[src/rtl/fetch_queue_if.sv]
// Fetch queue bus bundle: instruction-memory request/response, decode-side
// valid/ready output and the execute-stage redirect.
interface fetch_queue_if #(
    parameter int unsigned XLEN = 32
);
    logic            imem_req;
    logic [XLEN-1:0] imem_addr;
    logic            imem_rvalid;
    logic [31:0]     imem_rdata;
    logic            out_valid;
    logic [31:0]     out_inst;
    logic [XLEN-1:0] out_pc;
    logic            out_ready;
    logic            redir_valid;
    logic [XLEN-1:0] redir_pc;

    // Fetch stage side
    modport master (
        output imem_req, imem_addr, out_valid, out_inst, out_pc,
        input  imem_rvalid, imem_rdata, out_ready, redir_valid, redir_pc
    );

    // Environment side (imem, decode, execute)
    modport slave (
        input  imem_req, imem_addr, out_valid, out_inst, out_pc,
        output imem_rvalid, imem_rdata, out_ready, redir_valid, redir_pc
    );
endinterface

[src/rtl/fetch_queue.sv]
// Decoupled instruction fetch: owns the fetch PC, issues sequential imem
// requests under a credit limit, buffers returned words with their PCs and
// flushes buffered plus in-flight work on a redirect.
module fetch_queue #(
    parameter int unsigned      XLEN     = 32,
    parameter int unsigned      DEPTH    = 4,
    parameter logic [XLEN-1:0]  RESET_PC = XLEN'(32'h0100_0000)
) (
    input  logic          clock,
    input  logic          reset,
    fetch_queue_if.master bus
);
    localparam int unsigned CW = $clog2(DEPTH + 1);
    localparam int unsigned PW = $clog2(DEPTH);
    localparam int unsigned SW = CW + 1;

    typedef struct packed {
        logic [31:0]     inst;
        logic [XLEN-1:0] pc;
    } entry_t;

    entry_t          mem [DEPTH];
    entry_t          head, head_next;
    logic [PW-1:0]   wr_ptr, rd_ptr, wr_ptr_next, rd_ptr_next;
    logic [XLEN-1:0] fetch_pc, resp_pc, fetch_pc_next, resp_pc_next, redir_base;
    logic [CW-1:0]   count, outstanding, drop_cnt;
    logic [CW-1:0]   count_next, outstanding_next, drop_cnt_next, remain;
    logic            valid, valid_next;
    logic            issue, resp, push, pop, flush;

    // Credit check: buffered plus in-flight words never exceed the queue size
    always_comb begin
        issue = !reset && !bus.redir_valid &&
                ((SW'(count) + SW'(outstanding)) < SW'(DEPTH));
    end

    assign bus.imem_req  = issue;
    assign bus.imem_addr = fetch_pc;
    assign bus.out_valid = valid;
    assign bus.out_inst  = head.inst;
    assign bus.out_pc    = head.pc;

    // Next-state for PCs, counters, pointers and the registered head
    always_comb begin
        flush            = bus.redir_valid;
        resp             = bus.imem_rvalid && (outstanding != '0);
        pop              = (count != '0) && bus.out_ready && !flush;
        push             = resp && (drop_cnt == '0) && !flush;
        redir_base       = bus.redir_pc & ~XLEN'(3);
        fetch_pc_next    = fetch_pc;
        resp_pc_next     = resp_pc;
        count_next       = count;
        drop_cnt_next    = drop_cnt;
        wr_ptr_next      = wr_ptr;
        rd_ptr_next      = rd_ptr;
        outstanding_next = outstanding + CW'(issue) - CW'(resp);
        remain           = count - CW'(pop);
        head_next        = head;

        if (flush) begin
            // Every request still in flight after this edge becomes stale
            fetch_pc_next = redir_base;
            resp_pc_next  = redir_base;
            count_next    = '0;
            drop_cnt_next = outstanding - CW'(resp);
            wr_ptr_next   = '0;
            rd_ptr_next   = '0;
        end else begin
            if (issue) begin
                fetch_pc_next = fetch_pc + XLEN'(4);
            end
            if (resp && (drop_cnt != '0)) begin
                drop_cnt_next = drop_cnt - CW'(1);
            end
            if (push) begin
                resp_pc_next = resp_pc + XLEN'(4);
                wr_ptr_next  = wr_ptr + PW'(1);
            end
            if (pop) begin
                rd_ptr_next = rd_ptr + PW'(1);
            end
            count_next = count + CW'(push) - CW'(pop);
        end

        // Head shows the incoming word when it lands in an otherwise empty queue
        if (count_next != '0) begin
            if (push && (remain == '0)) begin
                head_next = '{inst: bus.imem_rdata, pc: resp_pc};
            end else begin
                head_next = mem[rd_ptr_next];
            end
        end
        valid_next = (count_next != '0);
    end

    // State registers
    always_ff @(posedge clock or posedge reset) begin
        if (reset) begin
            fetch_pc    <= RESET_PC & ~XLEN'(3);
            resp_pc     <= RESET_PC & ~XLEN'(3);
            count       <= '0;
            outstanding <= '0;
            drop_cnt    <= '0;
            wr_ptr      <= '0;
            rd_ptr      <= '0;
            valid       <= 1'b0;
            head        <= '0;
        end else begin
            fetch_pc    <= fetch_pc_next;
            resp_pc     <= resp_pc_next;
            count       <= count_next;
            outstanding <= outstanding_next;
            drop_cnt    <= drop_cnt_next;
            wr_ptr      <= wr_ptr_next;
            rd_ptr      <= rd_ptr_next;
            valid       <= valid_next;
            head        <= head_next;
        end
    end

    // Queue storage; contents only become visible through the head register
    always_ff @(posedge clock) begin
        if (push) begin
            mem[wr_ptr] <= '{inst: bus.imem_rdata, pc: resp_pc};
        end
    end
endmodule

[src/flat_wrapper.sv]
// flat-port wrapper written by rule: the top's interface ports become plain ports
module fetch_queue_flat 
#(
    parameter int unsigned      XLEN     = 32,
    parameter int unsigned      DEPTH    = 4,
    parameter logic [XLEN-1:0]  RESET_PC = XLEN'(32'h0100_0000)
)
  (clock, reset, bus_imem_req, bus_imem_addr, bus_out_valid, bus_out_inst, bus_out_pc, bus_imem_rvalid, bus_imem_rdata, bus_out_ready, bus_redir_valid, bus_redir_pc);
  fetch_queue_if #(.XLEN(XLEN)) bus_i ();
  input  logic clock;
  input  logic reset;
  output wire logic [$bits(bus_i.imem_req)-1:0] bus_imem_req;
  output wire logic [$bits(bus_i.imem_addr)-1:0] bus_imem_addr;
  output wire logic [$bits(bus_i.out_valid)-1:0] bus_out_valid;
  output wire logic [$bits(bus_i.out_inst)-1:0] bus_out_inst;
  output wire logic [$bits(bus_i.out_pc)-1:0] bus_out_pc;
  input wire logic [$bits(bus_i.imem_rvalid)-1:0] bus_imem_rvalid;
  input wire logic [$bits(bus_i.imem_rdata)-1:0] bus_imem_rdata;
  input wire logic [$bits(bus_i.out_ready)-1:0] bus_out_ready;
  input wire logic [$bits(bus_i.redir_valid)-1:0] bus_redir_valid;
  input wire logic [$bits(bus_i.redir_pc)-1:0] bus_redir_pc;
  assign bus_imem_req = bus_i.imem_req;
  assign bus_imem_addr = bus_i.imem_addr;
  assign bus_out_valid = bus_i.out_valid;
  assign bus_out_inst = bus_i.out_inst;
  assign bus_out_pc = bus_i.out_pc;
  assign bus_i.imem_rvalid = bus_imem_rvalid;
  assign bus_i.imem_rdata = bus_imem_rdata;
  assign bus_i.out_ready = bus_out_ready;
  assign bus_i.redir_valid = bus_redir_valid;
  assign bus_i.redir_pc = bus_redir_pc;
  fetch_queue #(.XLEN(XLEN), .DEPTH(DEPTH), .RESET_PC(RESET_PC)) u_core (.clock(clock), .reset(reset), .bus(bus_i));
endmodule
[config.mk]
export PLATFORM = sky130hd
export DESIGN_NAME = fetch_queue_flat
export DESIGN_NICKNAME = d
export VERILOG_FILES = /design/src/rtl/fetch_queue_if.sv /design/src/rtl/fetch_queue.sv /design/src/flat_wrapper.sv
export SDC_FILE = /design/constraint.sdc
export NUM_CORES = 1
export LEC_CHECK = 0
export CAP_MARGIN = 15
export CORE_MARGIN = 3
export CORE_UTILIZATION = 50
export DETAILED_ROUTE_END_ITERATION = 8
export HOLD_SLACK_MARGIN = 0.08
export PLACE_DENSITY = 0.73
export SLEW_MARGIN = 30
export SYNTH_ARGS = -nofsm -noshare
export SYNTH_HDL_FRONTEND = slang
export SYNTH_SLANG_ARGS = --single-unit
[constraint.sdc]
create_clock -name clock -period 4.7 [get_ports clock]
set_input_delay 0.94 -clock clock [delete_from_list [all_inputs] [get_ports clock]]
set_output_delay 0.94 -clock clock [all_outputs]
set_load 0.02 [all_outputs]
; ---- Yosys cells after proc, flatten, opt, wreduce, memory -nomap -nowiden
; Memory sizes are Yosys's and may differ from the RTL's.
; Cells that the tools add are included.
[classes]
add_sub_neg = 12
n_mul = 0
div_mod_pow = 0
order_cmp = 1
n_eq_ne = 0
shift = 0
muxes = 14
n_bitwise = 0
n_reduce_logical = 20
[op_table]
columns = operator, count
row1 = two-way mux 32 bit, 4
row2 = "adder 32 x 3 -> 32 bit, second input constant", 2
row3 = two-way mux 64 bit, 1
row4 = nonzero test 3 bit, 4
row5 = subtractor 3 x 1 -> 3 bit, 4
row6 = logical AND 1 bit, 9
row7 = two-way mux 3 bit, 3
row8 = two-way mux 2 bit, 4
row9 = adder 3 x 1 -> 3 bit, 2
row10 = zero test 3 bit, 2
row11 = nonzero test 2 bit, 3
row12 = "adder 2 x 1 -> 2 bit, second input constant", 2
row13 = adder 3 x 3 -> 4 bit, 1
row14 = "less-than comparator 4 x 3 -> 1 bit, second input constant", 1
row15 = "subtractor 3 x 1 -> 3 bit, second input constant", 1
row16 = zero test 1 bit, 2
row17 = two-way mux 1 bit, 2
[totals]
reg_bits = 142
latchBits = 0
ramBits = 256
romBits = 0
inputBits = 69
out_inout_bits = 98
elab_cells = 58
mem_count = 1
[memory_table]
columns = memory, depth, width, read_ports, rd_ports_with_merged_regs, wr, line
row1 = u_core.mem, 4, 64, 1, 0, 1, fetch_queue.sv:22  ; entry_t mem [DEPTH];

; ---- Longest topological paths before layout
; Gate-level depths: netlist (run 1).
[logic_depth]
word_depth = 8
depth_mapped = 14
depth_no_buf = 13

; ---- Least setup slack after synthesis (run 1)
; No wires, ideal clock.
[synth_timing]
path_kind = input to register
startpoint = input port bus_redir_valid
endpoint = register u_core.head (netlist bit u_core.bus.out_inst[0])
setup_time_ns = 0.150
arrival_time_ns = 3.502
required_time_ns = 4.550
setup_slack_ns = 1.048
stages = 13
n_path_buf = 3
cell_sequence = nand2b_1 > or3_1 > clkbuf_1 > nand2_1 > ha_1 > inv_1 > fa_1 > xnor2_1 > xnor2_1 > a31oi_1 > clkbuf_1 > clkbuf_1 > a41oi_1
[synth_via]
elab_chain_cells = 6
word_cells_on_any_way = 14
classes_between = 3 x add/sub / 4 x mux / 6 x reduce/logical / 1 x memory
[synth_lines]
columns = element, line
row1 = from (decl), flat_wrapper.sv:20  ; input wire logic [$bits(bus_i.redir_valid)-1:0] bus_redir_valid;
row2 = zero test 1 bit, "fetch_queue.sv:47, fetch_queue.sv:48"
row3 = logical AND 1 bit (on tied branches), "fetch_queue.sv:48, fetch_queue.sv:47"
row4 = adder 3 x 1 -> 3 bit (tied with other cells), fetch_queue.sv:82  ; count_next = count + CW'(push) - CW'(pop);
row5 = subtractor 3 x 1 -> 3 bit (tied with other cells), fetch_queue.sv:82
row6 = two-way mux 3 bit (tied with other cells), fetch_queue.sv:60  ; if (flush) begin
row7 = nonzero test 3 bit / two-way mux 64 bit (equally long branches), "fetch_queue.sv:86, fetch_queue.sv:87"
row8 = to (signal assigned), fetch_queue.sv:117  ; head <= head_next;
row9 = to (decl), fetch_queue.sv:23  ; entry_t head, head_next;
; Several ways; a longest one is shown, not always the timed one.
; A chain may end at the register's enable or synchronous reset.

; ---- Worst setup path in the final report (run 1)
[layout_timing]
startpoint = input port reset
endpoint = output port bus_imem_req
[layout_via]
elab_chain_cells = 3
[layout_lines]
columns = element, line
row1 = from (decl), flat_wrapper.sv:11  ; input logic reset;
row2 = zero test 1 bit (no line), --
row3 = logical AND 1 bit (2 in a row), fetch_queue.sv:33  ; issue = !reset && !bus.redir_valid &&
row4 = to (decl), flat_wrapper.sv:12  ; output wire logic [$bits(bus_i.imem_req)-1:0] bus_imem_req;
; Every way passes these cells.

==> results.json, run 1 <==
{
  "antenna_found_initial": 2,
  "hold_buffers": 0,
  "top_layer_used": "met5",
  "timing.rr.end": "u_core.bus.out_inst[4]",
  "relSlewSlack_pct": 37.78,
  "tightest_slew_ns": 0.9332,
  "ys_ff_latch": 384,
  "reg2reg_depth": 15,
  "start_kind": "input port",
  "avgViaCountPerCell": 5.955,
  "rsz0062_at_grt": "false",
  "numCtsBuffers": 41,
  "syn_to_final_growth_pct": 20.11,
  "critical-path-top-delay-family": "buffers and inverters",
  "die_w_um": 189.9,
  "final_cells": 2042,
  "arrival_ns": 3.12,
  "track_usage_pct": 23.22,
  "post-route-drc-count": 0,
  "hold_end": "u_core.bus.out_inst[29]",
  "r2r_slack_ns": 1.31,
  "insertion_delay_ns": 0.53,
  "num_vias": 12160,
  "ant_nets": 0,
  "hold_depth": 2,
  "portBuffers": 160,
  "ys.flop_type": "edfxtp_1",
  "status": "finished clean",
  "wl_met1_mm": 18.10,
  "crit_top_cell": "clkdlybuf4s50_1",
  "mostFrequentLayoutCells": "nand2_1, edfxtp_1, clkdlybuf4s50_1, dfrtp_1, inv_1",
  "min_from": "u_core.bus.out_inst[29]",
  "cts_tree": "built",
  "synthArstFlopShare_pct": 35.42,
  "slew_viol_final": 0,
  "dr_wl_met3_mm": 3.318,
  "crit_type": "input port to output port",
  "clkSinkCount": 384,
  "synthesis.area_mm2": 0.01691,
  "yosysUniqueCellTypes": 58,
  "routed_wl_mm": 42.41,
  "hpwl_mm": 24.13,
  "cp_data_required_time_ns": 3.76,
  "clkTransAtPathRegs_ns": 0.06,
  "grt_pass1_wl_mm": 66.59,
  "critPathSlowestCell": "clkdlybuf4s50_1",
  "ir_worst_vdd_uv": 540.5,
  "final_net_count": 1655,
  "max_stage_delay_ns": 0.63,
  "hold_viol_final": 0,
  "core_mm2": 0.03295,
  "synth_enable_flop_cells": 248,
  "fmax_mhz": 246.6,
  "io_pins": 167,
  "grt_max_degree": 125,
  "synth-seq-area-share_pct": 64.16,
  "fin_worst_skew_ns": 0.01512,
  "final_common_cell": "nand2_1",
  "route.met2.wl_mm": 20.14,
  "syn_avg_cell_area_um2": 11.78,
  "setup_viol_count_final": 0,
  "grt_overflow_total": 0,
  "finalCritPeriodShare_pct": 86.29,
  "crit_buf_inv": 3,
  "die_area_mm2": 0.03607,
  "hold_path_class": "flip-flop to flip-flop",
  "critPathCaptureType": "output port",
  "wire_per_inst_um": 20.77,
  "r2r_start": "u_core.drop_cnt[0]",
  "diodes": 0,
  "dr.pass1.iters": 5,
  "drv_cap": 0,
  "start_util_pct": 51.34,
  "syn-instance-count": 1436,
  "htreeDepth": 2,
  "finalSetupTns_ns": 0,
  "chipHeight_um": 189.9,
  "placementRows": 66,
  "cp_max_fo": 18,
  "root_buffer": "clkbuf_16",
  "ctsLongestPathBuffers": 3,
  "place_congestion": 0.8595,
  "post-cts-setup-buffers": 0,
  "cts_resized": 0,
  "synth_warnings": 0,
  "crit_chain": "clkdlybuf4s50_1 > or4_1 > a311o_1 > clkinv_4 > clkdlybuf4s50_1",
  "grt_pass1_vias": 12250,
  "period_minus_slack_ns": 4.056,
  "placedCellCount": 1967,
  "drt_iter0_markers": 1000,
  "drive_above_1_share_pct": 7.500,
  "powerDensity_mw_per_mm2": 558.1,
  "p_leak_nw": 7.211
}
## flip-flops by register name, summed over array words and instances (netlist names)
name                  cells
u_core.outstanding        3
u_core.bus.imem_addr     30
u_core.bus.out_valid      1
u_core.mem              248
u_core.wr_ptr             2
u_core.rd_ptr             2
u_core.resp_pc           30
u_core.drop_cnt           3
u_core.bus.out_inst      32
u_core.bus.out_pc        30
u_core.count              3
## cells in the mapped netlist (12+ instances only)
master	instances	area (um2)
nand2_1	250	938.4
edfxtp_1	248	7447
dfrtp_1	134	3353
inv_1	91	341.6
nor2_1	87	326.6
clkbuf_1	82	307.8
o211ai_1	72	540.5
or3_1	67	419.2
a41oi_1	64	560.5
o32ai_1	62	543.0
o21ai_0	32	160.2
xnor2_1	27	236.5
nand3_1	23	115.1
nand4_1	22	137.6
ha_1	16	200.2
xor2_1	13	113.9
buf_2	12	60.06
mux2_2	12	135.1
## how the worst max path moves through the flow
stage | from | to | slack, ns | cells past startpoint
6_report | reset | bus_imem_req | 0.64 | 5
5_1_grt | reset | bus_imem_req | 0.60 | 5
4_1_cts | reset | bus_imem_req | 0.66 | 5
3_5_place_dp | bus_out_ready | u_core.bus.out_pc[24] | 0.52 | 13
3_3_place_gp | bus_out_ready | u_core.bus.out_pc[31] | 0.67 | 13
2_1_floorplan | reset | u_core.bus.imem_addr[10] | 0.12 | 1
## cell type report
| class | count | area [um2] |
|---|---|---|
| Clock buffer | 60 | 1159 |
| Clock inverter | 15 | 106.4 |
| Fill cell | 2512 | 12630 |
| Inverter | 93 | 361.6 |
| Multi-Input combinational cell | 861 | 5383 |
| Sequential cell | 384 | 10850 |
| Tap cell | 442 | 553.0 |
| Timing Repair Buffer | 187 | 1902 |
## power by group
part / internal [mW] / switching (mW) / leakage (nW) / total (mW)
clock: 1.77 / 1.27 / 0.625 / 3.04
combinational: 1.52 / 2.25 / 2.78 / 3.78
sequential: 4.10 / 0.418 / 3.80 / 4.52
total: 7.39 / 3.94 / 7.21 / 11.3
## worst min-delay path, stage by stage, from the launching register on
cell and delay (ns):
dfrtp_1 0.37, nor2_1 0.10, a41oi_1 0.05
## kinds of logic after synthesis
logic type | after synthesis | share of synthesized area (%)
AND/OR/NAND/NOR | 507 | 13.97
multiplexers | 17 | 1.095
flip-flops | 384 | 64.16
other | 1 | 0.02217
buffers and inverters | 194 | 4.579
adder cells (fa/ha/maj) | 18 | 1.420
XOR/XNOR | 40 | 2.071
AO/OA/AOI/OAI | 275 | 12.69
## per-stage QoR
step                setup WS [ns]  power, mW  area, um2  hold slack, ns  utilization (%)
floorplan                  0.1239      6.796      16930          0.5085                -
global placement           0.6694      8.238      19040          0.5432            57.80
detailed placement         0.5170      8.365      19050          0.5464            57.80
CTS                        0.6565      11.41      20310          0.5595            61.64
global route               0.6049      11.92      20320          0.5854            61.66
finish                     0.6443      11.34      20320          0.5573            61.66
## routing by layer
metal	GRT usage (%)	up-vias
li1	-	5582
met1	32.67	5982
met2	37.35	519
met3	3.851	73
met4	7.250	4
met5	0	-
(Power assumes the default switching activity.)
==> inputs of run 2 (changes only) <==
- DONT_BUFFER_PORTS: not set -> 1
- PLACE_DENSITY: 0.73 -> 0.67
- SKIP_CTS_REPAIR_TIMING: not set -> 1
==> results.json, run 2 (synthesis results as in run 1) <==
{
  "regArea_mm2": 0.01085,
  "top_register": "u_core.mem",
  "rsz0062_at_grt": "false",
  "cp_max_fo": 42,
  "startpoint": "u_core.drop_cnt[0]",
  "route.met2.wl_mm": 20.08,
  "crit_buf_inv": 4,
  "cp_data_required_time_ns": 5.13,
  "ant_nets": 0,
  "hold_viol_final": 0,
  "dr_wl_met3_mm": 3.556,
  "status": "finished clean",
  "grt_pass1_vias": 11520,
  "ctsLongestPathBuffers": 3,
  "clkTransAtPathRegs_ns": 0.06,
  "post-route-drc-count": 0,
  "largest_register_ff_count": 248,
  "powerDensity_mw_per_mm2": 577.6,
  "grt_overflow_total": 0,
  "wl_met1_mm": 17.50,
  "wire_per_inst_um": 22.30,
  "crit_type": "flip-flop to flip-flop",
  "final_common_cell": "nand2_1",
  "numCtsBuffers": 40,
  "num_vias": 11610,
  "io_pins": 167,
  "antenna_found_initial": 0,
  "diodes": 0,
  "final_cells": 1879,
  "syn_to_final_growth_pct": 10.98,
  "cts_tree": "built",
  "mostFrequentLayoutCells": "nand2_1, edfxtp_1, dfrtp_1, inv_1, nor2_1",
  "setup_viol_count_final": 0,
  "crit_top_cell": "inv_1",
  "htreeDepth": 2,
  "hpwl_mm": 23.72,
  "routed_wl_mm": 41.89,
  "fmax_mhz": 279.8,
  "grt_pass1_wl_mm": 66.13,
  "p_leak_nw": 6.608,
  "relSlewSlack_pct": 33.15,
  "arrival_ns": 4.00,
  "r2r_start": "u_core.drop_cnt[0]",
  "avgViaCountPerCell": 6.181,
  "drt_iter0_markers": 929,
  "place_congestion": 0.7855,
  "top_layer_used": "met4",
  "final_net_count": 1492,
  "drive_above_1_share_pct": 8.629,
  "finalSetupTns_ns": 0,
  "tightest_slew_ns": 1.000,
  "start_kind": "flip-flop",
  "critPathSlowestCell": "nor3b_1",
  "critPathCaptureType": "flip-flop",
  "placedCellCount": 1804,
  "max_stage_delay_ns": 0.54,
  "placementRows": 66,
  "die_area_mm2": 0.03607,
  "die_w_um": 189.9,
  "core_mm2": 0.03295,
  "n_fill_cell": 2658,
  "crit_chain": "inv_1 > ha_1 > nor3b_1 > nand2_1 > inv_1 > ha_1 > inv_1 > fa_1 > xnor2_1 > xnor2_1 > a31oi_4 > buf_4 > nor2_1 > a41oi_1",
  "fin_worst_skew_ns": 0.02005,
  "chipHeight_um": 189.9,
  "dr.pass1.iters": 5,
  "multi_input_area_mm2": 0.005383,
  "finalCritPeriodShare_pct": 76.03,
  "slew_viol_final": 0,
  "hold_path_class": "input port to async pin",
  "track_usage_pct": 23.13,
  "grt_max_degree": 186,
  "root_buffer": "clkbuf_16",
  "ir_worst_vdd_uv": 371.2,
  "drv_cap": 0,
  "critical-path-top-delay-family": "simple AND/OR/NAND/NOR gates",
  "clkSinkCount": 384,
  "start_util_pct": 51.34,
  "period_minus_slack_ns": 3.574,
  "portBuffers": 0,
  "insertion_delay_ns": 0.53
}
-- run 2: cell count changes in the layout (fill, tap and decap cells not counted), moves of 2 or more --
cell	previous run	this run
buf_12	8	4
clkbuf_1	14	8
clkdlybuf4s50_1	159	0
bufinv_16	1	5
inv_6	0	2
clkinv_1	5	3
-- run 2: power by group --
group          switching [mW]  total [mW]  leakage [nW]  internal (mW)
Clock                    1.29        3.25         0.673           1.96
Combinational            1.69        2.63          2.13          0.947
Sequential              0.861        4.96          3.80           4.10
Total                    3.84        10.8          6.61           7.01
-- run 2: path summary, 6_finish.rpt --
path	cells past startpoint	endpoint	slack [ns]
max in group asynchronous	2	u_core.resp_pc[24]	3.45
setup reg to reg	14	u_core.bus.out_pc[23]	1.13
hold / removal	1	u_core.bus.imem_addr[22]	0.39
min in group clock	0	u_core.mem[3][59]	0.50
hold reg to reg	2	u_core.resp_pc[24]	0.58
setup / recovery	14	u_core.bus.out_pc[23]	1.13
-- run 2: layout make-up --
cell class                      count  share of cell area [%]
Inverter                           93                   1.926
Timing Repair Buffer               25                   1.393
Multi-Input combinational cell    861                   28.67
Tap cell                          442                   2.946
Clock buffer                       54                   5.992
Sequential cell                   384                   57.81
Clock inverter                     20                   1.260
-- run 2: per-stage QoR --
| stage | area [um2] | hold WS, ns | utilization [%] | power, mW | setup WS (ns) |
|---|---|---|---|---|---|
| floorplan | 16930 | 0.5085 | - | 6.796 | 0.1239 |
| global placement | 17350 | 0.5469 | 52.66 | 7.555 | 0.9817 |
| detailed placement | 17380 | 0.5803 | 52.75 | 7.666 | 0.9123 |
| CTS | 18740 | 0.4811 | 56.88 | 10.93 | 1.167 |
| global route | 18770 | 0.4385 | 56.98 | 11.43 | 0.7894 |
| finish | 18770 | 0.3885 | 56.98 | 10.84 | 1.126 |
-- run 2: routing by layer --
metal | vias up | global-route usage [%]
met2 | 480 | 37.53
met1 | 5818 | 32.26
li1 | 5263 | -
met5 | - | 0
met3 | 53 | 4.828
met4 | 0 | 5.687
==> inputs of run 3 (changes only) <==
- PLACE_DENSITY: 0.67 -> 0.64
- clock period: 4.7 -> 3.6 ns (I/O delays scaled with it)
==> results.json, run 3 (synthesis results as in run 1) <==
{
  "status": "finished clean",
  "dp_slack_ns": 0.2865,
  "whs_ns": 0.1444,
  "avgViaCountPerCell": 6.060,
  "final_net_count": 1504,
  "critPathSlowestCell": "fa_1",
  "rsz0062_at_grt": "false",
  "num_vias": 11470,
  "critPathCaptureType": "flip-flop",
  "hold_path_class": "input port to async pin",
  "setup_viol_count_final": 0,
  "antenna_found_initial": 0,
  "mostFrequentLayoutCells": "nand2_1, edfxtp_1, dfrtp_1, inv_1, nor2_1",
  "hold_viol_final": 0,
  "start_util_pct": 51.34,
  "grt_pass1_wl_mm": 66.99,
  "drv_cap": 0,
  "p_leak_nw": 6.618,
  "startpoint": "u_core.drop_cnt[0]",
  "die_area_mm2": 0.03607,
  "max_stage_delay_ns": 0.37,
  "cp_data_required_time_ns": 4.04,
  "insertion_delay_ns": 0.54,
  "crit_top_cell": "inv_1",
  "clkTransAtPathRegs_ns": 0.06,
  "clkSinkCount": 384,
  "post-route-drc-count": 0,
  "top_register": "u_core.mem",
  "place_congestion": 0.8010,
  "drive_above_1_share_pct": 8.822,
  "htreeDepth": 2,
  "crit_chain": "inv_1 > ha_1 > nor3b_1 > nand2_1 > inv_1 > ha_1 > inv_1 > fa_1 > xnor2_1 > xnor2_1 > a31oi_4 > buf_12 > nor2_1 > a41oi_1",
  "track_usage_pct": 23.42,
  "cts_tree": "built",
  "post-route-util_pct": 57.00,
  "crit_end": "u_core.bus.out_inst[11]",
  "root_buffer": "clkbuf_16",
  "portBuffers": 0,
  "crit_type": "flip-flop to flip-flop",
  "io_pins": 167,
  "largest_register_ff_count": 248,
  "fmax_mhz": 303.5,
  "critical-path-top-delay-family": "adder cells",
  "worst-path-stages": 14,
  "placementRows": 66,
  "core_mm2": 0.03295,
  "powerDensity_mw_per_mm2": 745.6,
  "grt_pass1_vias": 11750,
  "worst_slack_ns": 0.3055,
  "drt_iter0_markers": 890,
  "r2r_slack_ns": 0.31,
  "grt_overflow_total": 0,
  "arrival_ns": 3.74,
  "reg2reg_depth": 14,
  "final_common_cell": "nand2_1",
  "chipHeight_um": 189.9,
  "routed_wl_mm": 42.07,
  "start_kind": "flip-flop",
  "hpwl_mm": 23.80,
  "crit_buf_inv": 4,
  "relSlewSlack_pct": 34.00,
  "ant_nets": 0,
  "ctsLongestPathBuffers": 3,
  "ir_worst_vdd_uv": 389.3,
  "finalSetupTns_ns": 0,
  "slew_viol_final": 0,
  "fin_worst_skew_ns": 0.01154,
  "tightest_slew_ns": 0.9864,
  "cp_max_fo": 75,
  "grt_max_degree": 186,
  "r2r_start": "u_core.drop_cnt[0]",
  "period_minus_slack_ns": 3.294,
  "syn_to_final_growth_pct": 11.04,
  "die_w_um": 189.9,
  "timing.rr.end": "u_core.bus.out_inst[11]",
  "diodes": 0,
  "finalCritPeriodShare_pct": 91.51,
  "numCtsBuffers": 42,
  "wire_per_inst_um": 22.22,
  "dr.pass1.iters": 6
}
run 3: changes by cell type in the layout (fill, tap and decap cells not counted), sizes merged:
cell      change
bufinv        -3
clkinvlp      +1
clkinv        +6
buf          +10
run 3: worst min path at each step:
stage / startpoint / endpoint
finish: reset / u_core.resp_pc[28]
global route: reset / u_core.bus.imem_addr[22]
CTS: reset / u_core.bus.imem_addr[26]
detailed placement: u_core.resp_pc[24] / u_core.resp_pc[24]
global placement: u_core.resp_pc[24] / u_core.resp_pc[24]
floorplan: u_core.resp_pc[15] / u_core.mem[0][15]
run 3: cell type report:
type,instances,area [um2]
Fill cell,2735,14170
Clock inverter,24,185.2
Clock buffer,54,1106
Tap cell,442,553.0
Inverter,93,357.8
Timing Repair Buffer,35,350.3
Sequential cell,384,10850
Multi-Input combinational cell,861,5376
run 3: report_power, final:
part           switching [mW]  internal [mW]
sequential               1.12           5.35
clock                    1.72           2.33
combinational            2.21           1.28
run 3: through the flow:
stage	cell area (um2)	instances	power (mW)
after global placement	17490	1815	9.930
after CTS	18780	1893	14.10
final	18780	1893	14.00
after detailed placement	17490	1815	10.05
after global routing	18780	1893	14.76
after floorplan	16930	1439	8.873
run 3: routing by layer:
metal,up-vias,wire [um],track usage [%]
met1,5744,18460,33.20
li1,5285,-,-
met5,-,0,0
met3,50,3016,4.625
met4,0,633,5.033
met2,393,19950,37.92
run 3: worst register-to-register path, delay by kind of cell, from the launching register on:
kind / cells / cell delay (ns)
xor gates and xnor gates: 2 / 0.33
AOI/OAI and AO/OA: 2 / 0.47
buffers and inverters: 4 / 0.66
and+or+nand+nor: 3 / 0.63
DFF: 1 / 0.36
adders and majority gates: 3 / 0.76
